File: src/rtl/error_node_pkg.sv
// Shared widths, flit field offsets and lane arithmetic for the error node.
package error_node_pkg;
   localparam int unsigned LANES               = 7;
   localparam int unsigned LANE_W              = 9;
   localparam int unsigned DATA_W              = LANES * LANE_W;
   localparam int unsigned FLIT_DATA_W         = 64;
   localparam int unsigned NUM_USER_RECV_PORTS = 4;
   localparam int unsigned DEST_BITS           = $clog2(NUM_USER_RECV_PORTS);
   localparam int unsigned FLIT_W              = 2 + FLIT_DATA_W + DEST_BITS + 2;
   localparam int unsigned BP_BIT              = DATA_W;
   localparam int unsigned VC_LSB              = DATA_W + 1;
   localparam int unsigned DEST_LSB            = VC_LSB + 2;
   localparam int unsigned TAIL_BIT            = DEST_LSB + DEST_BITS;
   localparam int unsigned VALID_BIT           = TAIL_BIT + 1;
   localparam int unsigned ABS_W               = LANE_W + 3;

   typedef enum logic [1:0] {ST_IDLE, ST_WAIT_TGT, ST_CALC, ST_SEND} state_e;

   // a - b at one extra bit, clamped back into the signed lane range
   function automatic logic [LANE_W-1:0] sat_sub(input logic [LANE_W-1:0] a,
                                                 input logic [LANE_W-1:0] b);
      logic [LANE_W:0] d;
      d = {a[LANE_W-1], a} - {b[LANE_W-1], b};
      if (!d[LANE_W] && d[LANE_W-1]) return {1'b0, {(LANE_W-1){1'b1}}};
      else if (d[LANE_W] && !d[LANE_W-1]) return {1'b1, {(LANE_W-1){1'b0}}};
      else return d[LANE_W-1:0];
   endfunction

   // Magnitude as unsigned, so the most negative lane maps to 2^(LANE_W-1)
   function automatic logic [LANE_W-1:0] abs_lane(input logic [LANE_W-1:0] e);
      return e[LANE_W-1] ? LANE_W'((~e) + LANE_W'(1)) : e;
   endfunction
endpackage

File: src/rtl/error_node_fifo.sv
// Small synchronous FIFO holding preloaded target vectors; a push into a full
// FIFO is honoured only when a pop happens on the same edge.
module error_node_fifo #(
   parameter int unsigned WIDTH = 63,
   parameter int unsigned DEPTH = 4
) (
   input  logic             clk,
   input  logic             reset,
   input  logic             wr_en,
   input  logic [WIDTH-1:0] wr_data,
   input  logic             rd_en,
   output logic [WIDTH-1:0] head_c,
   output logic             not_full,
   output logic             empty
);
   localparam int unsigned AW = $clog2(DEPTH);
   localparam int unsigned CW = AW + 1;

   logic [WIDTH-1:0] mem_q [DEPTH];
   logic [AW-1:0]    wr_ptr_q, wr_ptr_d, rd_ptr_q, rd_ptr_d;
   logic [CW-1:0]    count_q, count_d;
   logic             not_full_q, not_full_d, empty_q, empty_d;
   logic             push, pop;

   always_comb begin
      pop        = rd_en && !empty_q;
      push       = wr_en && (not_full_q || pop);
      wr_ptr_d   = push ? wr_ptr_q + AW'(1) : wr_ptr_q;
      rd_ptr_d   = pop ? rd_ptr_q + AW'(1) : rd_ptr_q;
      count_d    = count_q + CW'(push) - CW'(pop);
      not_full_d = (count_d != CW'(DEPTH));
      empty_d    = (count_d == '0);
   end

   always_ff @(posedge clk) begin
      if (!reset) begin
         wr_ptr_q   <= '0;
         rd_ptr_q   <= '0;
         count_q    <= '0;
         not_full_q <= 1'b1;
         empty_q    <= 1'b1;
      end else begin
         wr_ptr_q   <= wr_ptr_d;
         rd_ptr_q   <= rd_ptr_d;
         count_q    <= count_d;
         not_full_q <= not_full_d;
         empty_q    <= empty_d;
      end
   end

   // Storage needs no reset; the pointers define what is valid
   always_ff @(posedge clk) begin
      if (push) mem_q[wr_ptr_q] <= wr_data;
   end

   assign head_c   = mem_q[rd_ptr_q];
   assign not_full = not_full_q;
   assign empty    = empty_q;
endmodule

File: src/rtl/error_node.sv
// NoC MLP terminal stage: subtracts a queued target from each forward flit,
// saturates and scales the error, and returns it as a backprop flit.
module error_node
   import error_node_pkg::*;
#(
   parameter int unsigned LR_SHIFT  = 0,
   parameter int unsigned TGT_DEPTH = 4
) (
   input  logic                 clk,
   input  logic                 reset,
   input  logic [DEST_BITS-1:0] dest_backward,
   input  logic [FLIT_W-1:0]    flit_in,
   output logic                 recv_flit,
   input  logic                 tgt_valid,
   input  logic [DATA_W-1:0]    tgt_data,
   output logic                 tgt_ready,
   output logic                 send_flit,
   output logic [FLIT_W-1:0]    flit_out,
   output logic [31:0]          err_abs_sum,
   output logic [15:0]          sample_cnt,
   output logic [7:0]           drop_cnt
);
   state_e              state_q, state_d;
   logic [DATA_W-1:0]   out_buf_q, out_buf_d, res_q, res_d;
   logic                recv_q, recv_d, send_q, send_d;
   logic [FLIT_W-1:0]   flit_q, flit_d;
   logic [31:0]         abs_sum_q, abs_sum_d;
   logic [15:0]         sample_q, sample_d;
   logic [7:0]          drop_q, drop_d;

   logic [DATA_W-1:0]   tgt_head_c, res_c;
   logic                fifo_not_full, fifo_empty, fifo_pop;
   logic                fwd_valid, fwd_bp;
   logic [ABS_W-1:0]    lane_abs_c [LANES];
   logic [ABS_W-1:0]    abs_total_c;
   logic [32:0]         abs_wide_c;
   logic [31:0]         abs_sat_c;
   logic                unused_flit_hdr;

   error_node_fifo #(.WIDTH(DATA_W), .DEPTH(TGT_DEPTH)) u_tgt_fifo (
      .clk      (clk),
      .reset    (reset),
      .wr_en    (tgt_valid),
      .wr_data  (tgt_data),
      .rd_en    (fifo_pop),
      .head_c   (tgt_head_c),
      .not_full (fifo_not_full),
      .empty    (fifo_empty)
   );

   // Per-lane saturated error, scaled result and magnitude
   for (genvar i = 0; i < LANES; i++) begin : g_lane
      logic [LANE_W-1:0] err;
      assign err = sat_sub(out_buf_q[i*LANE_W +: LANE_W], tgt_head_c[i*LANE_W +: LANE_W]);
      assign res_c[i*LANE_W +: LANE_W] = LANE_W'($signed(err) >>> LR_SHIFT);
      assign lane_abs_c[i] = ABS_W'(abs_lane(err));
   end

   always_comb begin
      abs_total_c = '0;
      for (int i = 0; i < LANES; i++) abs_total_c = abs_total_c + lane_abs_c[i];
   end

   assign abs_wide_c = {1'b0, abs_sum_q} + 33'(abs_total_c);
   assign abs_sat_c  = abs_wide_c[32] ? '1 : abs_wide_c[31:0];

   // Only the valid, backprop and payload fields of an incoming flit matter here
   assign unused_flit_hdr = ^flit_in[TAIL_BIT:VC_LSB];

   always_comb begin
      state_d   = state_q;
      out_buf_d = out_buf_q;
      res_d     = res_q;
      abs_sum_d = abs_sum_q;
      sample_d  = sample_q;
      drop_d    = drop_q;
      send_d    = 1'b0;
      flit_d    = '0;
      fifo_pop  = 1'b0;
      fwd_valid = flit_in[VALID_BIT];
      fwd_bp    = flit_in[BP_BIT];

      case (state_q)
         ST_IDLE: begin
            if (fwd_valid && !fwd_bp) begin
               out_buf_d = flit_in[DATA_W-1:0];
               state_d   = fifo_empty ? ST_WAIT_TGT : ST_CALC;
            end
         end
         ST_WAIT_TGT: begin
            if (!fifo_empty) state_d = ST_CALC;
         end
         ST_CALC: begin
            fifo_pop  = 1'b1;
            res_d     = res_c;
            abs_sum_d = abs_sat_c;
            state_d   = ST_SEND;
         end
         ST_SEND: begin
            send_d   = 1'b1;
            flit_d   = {1'b1, 1'b1, dest_backward, 2'b00, 1'b1, res_q};
            sample_d = sample_q + 16'd1;
            state_d  = ST_IDLE;
         end
         default: state_d = ST_IDLE;
      endcase

      // Anything not consumed as a forward flit in IDLE is dropped
      if (fwd_valid && (fwd_bp || state_q != ST_IDLE) && drop_q != 8'hFF)
         drop_d = drop_q + 8'd1;

      recv_d = (state_d == ST_IDLE);
   end

   always_ff @(posedge clk) begin
      if (!reset) begin
         state_q   <= ST_IDLE;
         out_buf_q <= '0;
         res_q     <= '0;
         recv_q    <= 1'b1;
         send_q    <= 1'b0;
         flit_q    <= '0;
         abs_sum_q <= '0;
         sample_q  <= '0;
         drop_q    <= '0;
      end else begin
         state_q   <= state_d;
         out_buf_q <= out_buf_d;
         res_q     <= res_d;
         recv_q    <= recv_d;
         send_q    <= send_d;
         flit_q    <= flit_d;
         abs_sum_q <= abs_sum_d;
         sample_q  <= sample_d;
         drop_q    <= drop_d;
      end
   end

   assign recv_flit   = recv_q;
   assign tgt_ready   = fifo_not_full;
   assign send_flit   = send_q;
   assign flit_out    = flit_q;
   assign err_abs_sum = abs_sum_q;
   assign sample_cnt  = sample_q;
   assign drop_cnt    = drop_q;
endmodule

File: config.mk
export PLATFORM = sky130hd
export DESIGN_NAME = error_node
export DESIGN_NICKNAME = d
export VERILOG_FILES = /design/src/rtl/error_node_pkg.sv /design/src/rtl/error_node_fifo.sv /design/src/rtl/error_node.sv
export SDC_FILE = /design/constraint.sdc
export NUM_CORES = 1
export LEC_CHECK = 0
export CAP_MARGIN = 5
export CORE_ASPECT_RATIO = 1.75
export CORE_UTILIZATION = 50
export CTS_CLUSTER_DIAMETER = 100
export DETAILED_ROUTE_END_ITERATION = 7
export PLACE_DENSITY = 0.72
export REMOVE_ABC_BUFFERS = 1
export SLEW_MARGIN = 30
export SYNTH_ARGS = -nofsm -noshare
export SYNTH_HDL_FRONTEND = slang
export SYNTH_SLANG_ARGS = --single-unit
File: constraint.sdc
create_clock -name clk -period 11.25 [get_ports clk]
set_input_delay 1.125 -clock clk [delete_from_list [all_inputs] [get_ports clk]]
set_output_delay 1.125 -clock clk [all_outputs]
set_load 0.1 [all_outputs]
* Yosys cells after proc, flatten, opt, wreduce, memory -nomap -nowiden
Memories as Yosys holds them, arrays and structs flattened. A register that Yosys moved wholly into a read port is not among the register bits.
Cells that the tools add are included.
** Storage, ports and cells
- Flip-flop bits (word level) :: 265
- Memories :: 1
- Bits in latches :: 0
- Memory bits (writable) :: 252
- Bits of input ports :: 138
- Logic and storage cells :: 131
- Output and inout bits :: 129
- Bits in read-only memories :: 0
** Memory list
- u_tgt_fifo.mem_q :: words 4, bits a word 63, read ports 1, clocked after memory_dff 1, wr ports 1, line error_node_fifo.sv:19 : logic [WIDTH-1:0] mem_q [DEPTH];
** Cells by class
- Shift-type cells :: 0
- Multiplexer cells :: 33
- Equal/unequal tests :: 5
- Bitwise operators :: 7
- $add $sub $neg :: 27
- Multiply operators :: 0
- Order comparisons :: 0
- Divide/modulo/power cells :: 0
- Reductions and logical operators :: 43
** Operators with widths (count)
- 2-to-1 mux 9 bit :: 21
- 2-to-1 mux 70 bit :: 1
- subtractor 9 x 9 -> 10 bit :: 7
- adder 9 x 1 -> 9 bit, second input constant :: 7
- NOT 9 bit :: 7
- adder 12 x 9 -> 12 bit :: 3
- adder 32 x 12 -> 33 bit :: 1
- 2-to-1 mux 32 bit :: 1
- logical AND 1 bit :: 19
- adder 16 x 1 -> 16 bit, second input constant :: 1
- zero test 1 bit :: 16
- adder 11 x 9 -> 12 bit :: 1
- adder 10 x 9 -> 11 bit :: 1
- adder 9 x 9 -> 10 bit :: 1
- 2-to-1 mux 2 bit :: 5
- adder 8 x 1 -> 8 bit, second input constant :: 1
- != test 8 bit, second input constant :: 1
- one-hot mux 2 bit (4 select lines) :: 1
- adder 2 x 1 -> 2 bit, second input constant :: 2
- equality test 2 bit, second input constant :: 2
- zero test 2 bit :: 2
- 2-to-1 mux 1 bit :: 4
- AND reduction 2 bit :: 2
- adder 3 x 1 -> 3 bit :: 1
- 6 further kinds :: 7

* Longest topological paths before layout
Gate-level depths: netlist of the first run.
- Word-level depth :: 16
- Gate-level depth with buffers :: 36
- Depth with buffers taken out :: 32

* Cells and area by module
Synthesis of the first run repeated with hierarchy kept, for this count alone.
** Second synthesis, totals
- Cell total of the unflattened synthesis :: 2253
- Area total of the unflattened synthesis :: 25373.1 µm²
** By module, submodules not included
- error_node :: instances 1, area each 15695.1 µm², seq. area each 5024.8 µm², cells each 1875
- error_node_fifo :: instances 1, area each 9678.0 µm², seq. area each 7787.5 µm², cells each 378

* Least setup slack after synthesis of the first run
No wires, ideal clock.
- Path kind :: reg-to-reg
- Start point :: register with a tool-made name
- End point :: register abs_sum_q[18], in the netlist err_abs_sum[18]
- Period minus slack after synthesis :: 8346 ps
- Buffers on the path :: 4
- Cell stages (with the launch flop) :: 35
- Slack :: 2904 ps
- Arrival :: 8231 ps
- Library setup time :: 116 ps
- Required time :: 11134 ps
- Cell sequence :: dfxtp_1 -> clkbuf_1 -> clkbuf_1 -> mux4_2 -> ha_1 -> inv_1 -> fa_1 -> a21o_2 -> a31o_4 -> a2111oi_2 -> or3_1 -> buf_6 -> xor2_2 -> nand2_1 -> a21oi_1 -> ha_1 -> nor2_1 -> xnor2_1 -> fa_1 -> fa_1 -> fa_1 -> inv_1 -> fa_1 -> inv_1 -> ha_1 -> fa_1 -> a21oi_1 -> o21ai_0 -> nand2_1 -> a31oi_1 -> o31a_1 -> and2_1 -> clkbuf_1 -> a21o_1 -> and3_1
** RTL lines
- end signal, assigned :: line error_node.sv:133 : abs_sum_q <= abs_sum_d;
- end, declared :: line error_node.sv:27 : logic [31:0] abs_sum_q, abs_sum_d;

==> results of run 1 <==
-- worst reg2reg max path, delay by kind of cell (launching register included) --
family,cells,cell delay (ns)
AO/OA/AOI/OAI,11,3.07
XOR/XNOR,1,0.15
multiplexers,1,0.55
adder cells (fa/ha/maj),7,2.98
AND/OR/NAND/NOR,4,1.11
flip-flops,1,0.90
buffers and inverters,4,0.56
-- stage by stage --
| step | area (µm²) | hold WS [ns] | setup WS, ns | utilization, % | std cells |
|---|---|---|---|---|---|
| after floorplan | 24600 | 0.432 | 0.854 | - | 2170 |
| after global placement | 28300 | 0.445 | 1.89 | 57.0 | 3116 |
| after detailed placement | 28200 | 0.447 | 1.74 | 56.9 | 3116 |
| after CTS | 29800 | 0.456 | 1.69 | 60.1 | 3202 |
| after global routing | 29800 | 0.475 | 1.22 | 60.1 | 3204 |
| final | 29800 | 0.453 | 1.77 | 60.1 | 3204 |
-- area by class of cell --
cell class	instances	area, µm²	share of cell area (%)
Multi-Input combinational cell	1511	11300	37.8
Clock buffer	62	1270	4.27
Antenna cell	2	5.00	0.0168
Sequential cell	514	12800	43.0
Tap cell	660	826	2.77
Clock inverter	24	300	1.01
Inverter	145	547	1.84
Timing Repair Buffer	286	2740	9.21
-- synthesized netlist by cell type (61+ instances only) --
master,instances
edfxtp_1,252
fa_1,61
o21ai_0,155
a21oi_1,213
ha_1,96
xnor2_1,69
dfxtp_1,262
inv_1,144
mux4_2,63
and3_1,81
nand2_1,210
nor2_1,151
clkbuf_1,90
-- flip-flops by register name, indices dropped and copies added, names as in the netlist, named ones only --
register             cells
drop_cnt                 8
u_tgt_fifo.rd_ptr_q      2
recv_flit                1
res_q                   63
state_q                  2
u_tgt_fifo.not_full      1
u_tgt_fifo.empty         1
out_buf_q               63
u_tgt_fifo.mem_q       252
sample_cnt              16
u_tgt_fifo.wr_ptr_q      2
err_abs_sum             32
flit_out                66
u_tgt_fifo.count_q       3
-- cells by family after synthesis --
family	after synthesis	synth area share [%]
other	1	0.0149
xor gates and xnor gates	125	4.39
buffers and inverters	262	4.11
and+or+nand+nor	599	11.2
AOI/OAI and AO/OA	539	12.8
DFF	514	51.1
muxes	71	6.02
adders and majority gates	175	10.4
-- how the worst max path moves through the flow --
stage	end	slack [ns]	depth (start not counted)
after floorplan	err_abs_sum[0]$_SDFFE_PN0P_	0.85	30
after global placement	err_abs_sum[31]$_SDFFE_PN0P_	1.89	28
after detailed placement	err_abs_sum[27]$_SDFFE_PN0P_	1.74	28
after CTS	err_abs_sum[31]$_SDFFE_PN0P_	1.69	28
after global routing	err_abs_sum[31]$_SDFFE_PN0P_	1.22	28
final	err_abs_sum[31]$_SDFFE_PN0P_	1.77	28
-- layer usage --
| metal | vias to the layer above | wire [µm] |
|---|---|---|
| li1 | 8599 | - |
| met2 | 456 | 33500 |
| met4 | 0 | 2250 |
| met5 | - | 0 |
| met3 | 94 | 2720 |
| met1 | 8734 | 24100 |
==> impl_metrics.json, run 1 <==
{
  "mostFrequentLayoutCell": "dfxtp_1",
  "cpMostUsedCell": "fa_1",
  "synth_top_area_share_pct": 30.2,
  "cts_max_level": 2,
  "min_path_type": "reg2reg",
  "place.gp.congestion": 0.869,
  "synth_area_leaders": "edfxtp_1 30%, dfxtp_1 21%, mux4_2 5.7%",
  "grtUsageMet1_pct": 28.6,
  "antenna_left": 0,
  "min_period_ns": 9.48,
  "cts_made_buffers": 47,
  "netlist_area_um2": 25100,
  "synth.distinct_cells": 80,
  "initial_core_util_pct": 50.6,
  "setup.worst_path.end_class": "flop",
  "wl_um": 62500,
  "maxCapViolations": 0,
  "critPathMaxFanout": 35,
  "ff2ff_path_depth": 28,
  "fin_crit_sh_pct": 84.3,
  "synth_flop_cell": "dfxtp_1",
  "vias": 17900,
  "dieWidth_um": 171,
  "antenna_found_initial": 2,
  "grt.met3_usage_pct": 2.64,
  "dp_hpwl_um": 44500,
  "min_from": "res_q[36]$_SDFFE_PN0P_",
  "tns_ns": 0,
  "required_ns": 11.67,
  "track_usage_pct": 24.9,
  "fin_skew_ns": 0.0194,
  "yosysTopAreaCell": "edfxtp_1",
  "path_clk_slew_ns": 0.07,
  "grt_overflow_total": 0,
  "critPathMaxStageDelay_ns": 0.90,
  "cts_num_sinks": 514,
  "regToRegEndpoint": "err_abs_sum[31]$_SDFFE_PN0P_",
  "cts-resized-gates": 0,
  "worstSkewPairLatency_ns": 0.56,
  "die_area_um2": 51100,
  "reg2reg_slack_ns": 1.77,
  "synthArstFlopShare_pct": 0,
  "cp_top_family": "compound AO/OA/AOI/OAI gates",
  "wl_per_cell_um": 19.5,
  "rsz0062_at_grt": "no",
  "syn_inst": 2286,
  "hold_violations": 0,
  "layout.nets": 2800,
  "hold_buffers": 0,
  "worstHoldPathCells": 2,
  "finalSetupViolCount": 0,
  "rows": 108,
  "grt_pass1_wl_um": 98000,
  "die_h_um": 298,
  "hold_end": "res_q[36]$_SDFFE_PN0P_",
  "ioPinCount": 267,
  "outcome": "finished, final reports clean",
  "viasPerCell": 5.58,
  "yosysSeqAreaShare_pct": 51.1,
  "slowest_stage": "dfxtp_4",
  "grt_pass1_vias": 18200,
  "worst_slew_pin_slew_ns": 1.05,
  "start_kind": "flop",
  "firstDrtPassIters": 6,
  "drv_slew": 0,
  "syn_to_final_growth_pct": 18.7,
  "worstPathArrival_ns": 9.90,
  "mostFrequentLayoutCells": "260 x dfxtp_1, 252 x edfxtp_1, 248 x clkdlybuf4s50_1, 213 x a21oi_1, 209 x nand2_1",
  "ctsRootBufferMaster": "clkbuf_16",
  "max_freq_mhz": 105,
  "use_met2_pct": 46.3,
  "avgSynthCellArea_um2": 11.0,
  "placeableCoreArea_um2": 49600,
  "drive_gt1_share_pct": 8.54,
  "worstSetupPathType": "reg2reg",
  "grt_max_degree": 87,
  "synth-edff-count": 252,
  "drtIter0Drc": 1108,
  "cts_tree": "done",
  "max_slew_margin_pct": 30.0,
  "grt.busiest_layer": "met2",
  "path_buf_inv": 4,
  "postCtsSetupRepairBufs": 0,
  "numPortBuffers": 259,
  "ys_seq_elements": 514,
  "cts_buffer_depth": 3,
  "post-route-drc-count": 0,
  "yosys_warnings": 0,
  "fillers": 4137
}
Power of run 1 is left out: the tool's default activity adds up to more than one toggle a clock period on the data nets, which glitch-free logic cannot reach.
==> run 2: changes to the inputs <==
==> constraint.sdc (replaced) <==
create_clock -name clk -period 9.9 [get_ports clk]
set_input_delay 0.99 -clock clk [delete_from_list [all_inputs] [get_ports clk]]
set_output_delay 0.99 -clock clk [all_outputs]
set_load 0.1 [all_outputs]
==> run 2 against run 1 <==
Compared with the run above:
- register-to-register slack got worse by 0.94 ns
- clock skew decreased by 0.0078 ns
- critical path depth increased by 2
- die area unchanged
==> impl_metrics.json, run 2 (synthesis gave the netlist of run 1 again) <==
{
  "finalSetupViolCount": 0,
  "postCtsSetupRepairBufs": 0,
  "antenna_left": 0,
  "antenna_cells": 0,
  "rsz0062_at_grt": "no",
  "largest_register_ffs": 252,
  "hold_violations": 0,
  "cts_num_sinks": 514,
  "regMostFlops": "u_tgt_fifo.mem_q",
  "worst_slew_pin_slew_ns": 1.04,
  "mostFrequentLayoutCell": "dfxtp_1",
  "min_period_ns": 9.07,
  "track_usage_pct": 24.8,
  "cpMostUsedCell": "fa_1",
  "slowest_stage": "dfxtp_4",
  "ioPinCount": 267,
  "start_kind": "flop",
  "setup.worst_path.end_class": "flop",
  "max_slew_margin_pct": 30.3,
  "maxCapViolations": 0,
  "grt_overflow_total": 0,
  "fin_skew_ns": 0.0117,
  "drv_slew": 0,
  "numPortBuffers": 259,
  "dp_hpwl_um": 45000,
  "required_ns": 10.36,
  "place.gp.congestion": 0.872,
  "cts_made_buffers": 48,
  "path_clk_slew_ns": 0.06,
  "max_freq_mhz": 110,
  "cts_tree": "done",
  "fillers": 4100,
  "die_h_um": 298,
  "min_path_type": "reg2reg",
  "cts_max_level": 2,
  "worstSkewPairLatency_ns": 0.57,
  "placeableCoreArea_um2": 49600,
  "layout.nets": 2812,
  "rows": 108,
  "initial_core_util_pct": 50.6,
  "critPathMaxFanout": 31,
  "timing.hold.ws_ns": 0.452,
  "mostFrequentLayoutCells": "260 x dfxtp_1, 252 x edfxtp_1, 249 x clkdlybuf4s50_1, 213 x a21oi_1, 209 x nand2_1",
  "cts-resized-gates": 0,
  "cts_buffer_depth": 3,
  "syn_to_final_growth_pct": 19.1,
  "firstDrtPassIters": 5,
  "worstPathArrival_ns": 9.53,
  "hold_buffers": 0,
  "drive_gt1_share_pct": 8.88,
  "post-route-drc-count": 0,
  "grt_max_degree": 118,
  "critPathMaxStageDelay_ns": 0.83,
  "multiInputGateArea_um2": 11300,
  "grt_pass1_wl_um": 97500,
  "grt_pass1_vias": 18200,
  "antenna_found_initial": 0,
  "die_area_um2": 51100,
  "outcome": "finished, final reports clean",
  "viasPerCell": 5.55,
  "final-seq-area_um2": 12800,
  "ctsRootBufferMaster": "clkbuf_16",
  "drtIter0Drc": 987,
  "dieWidth_um": 171,
  "vias": 17900,
  "wl_per_cell_um": 19.5,
  "fin_crit_sh_pct": 91.6,
  "wl_um": 62600,
  "worstSetupPathType": "reg2reg"
}
## run 2: worst paths after layout
check / from / to / slack (ns) / cells past startpoint
setup / recovery: flop / err_abs_sum[18]$_SDFFE_PN0P_ / 0.83 / 30
hold / removal: res_q[36]$_SDFFE_PN0P_ / res_q[36]$_SDFFE_PN0P_ / 0.45 / 2
setup reg to reg: flop / err_abs_sum[18]$_SDFFE_PN0P_ / 0.83 / 30
hold reg to reg: res_q[36]$_SDFFE_PN0P_ / res_q[36]$_SDFFE_PN0P_ / 0.45 / 2
## run 2: routing by layer
layer  share of wire (%)  GRT usage, %  vias up  routed length, µm
li1                    -             -     8608                  -
met1                  38          27.4     8691              23700
met2                  54          46.9      443              33800
met3                 4.2          3.10      113               2650
met4                 4.0          10.2        0               2480
met5                   0             0        -                  0
## run 2: critical path, delay by kind of cell (launching register included)
| family | cells | cell delay (ns) |
|---|---|---|
| DFF | 1 | 0.83 |
| muxes | 1 | 0.52 |
| and+or+nand+nor | 6 | 1.01 |
| AOI/OAI and AO/OA | 9 | 2.07 |
| adders and majority gates | 8 | 3.33 |
| xor gates and xnor gates | 2 | 0.64 |
| buffers and inverters | 4 | 0.48 |
## run 2: layout make-up
class,instances,area share [%]
Clock buffer,65,4.48
Clock inverter,23,0.770
Inverter,145,1.83
Multi-Input combinational cell,1511,37.7
Sequential cell,514,42.9
Tap cell,660,2.76
Timing Repair Buffer,297,9.53
## run 2: stage by stage
step | util (%) | cell area, µm² | cells | setup slack, ns | TNS (ns)
after CTS | 60.2 | 29900 | 3215 | 0.807 | 0
after global routing | 60.3 | 29900 | 3215 | 0.211 | 0
after detailed placement | 57.1 | 28300 | 3127 | 0.854 | 0
after floorplan | - | 24600 | 2170 | -0.496 | -9.30
after global placement | 57.2 | 28400 | 3127 | 0.954 | 0
final | 60.3 | 29900 | 3215 | 0.829 | 0
Power of run 2 is left out for the same reason.
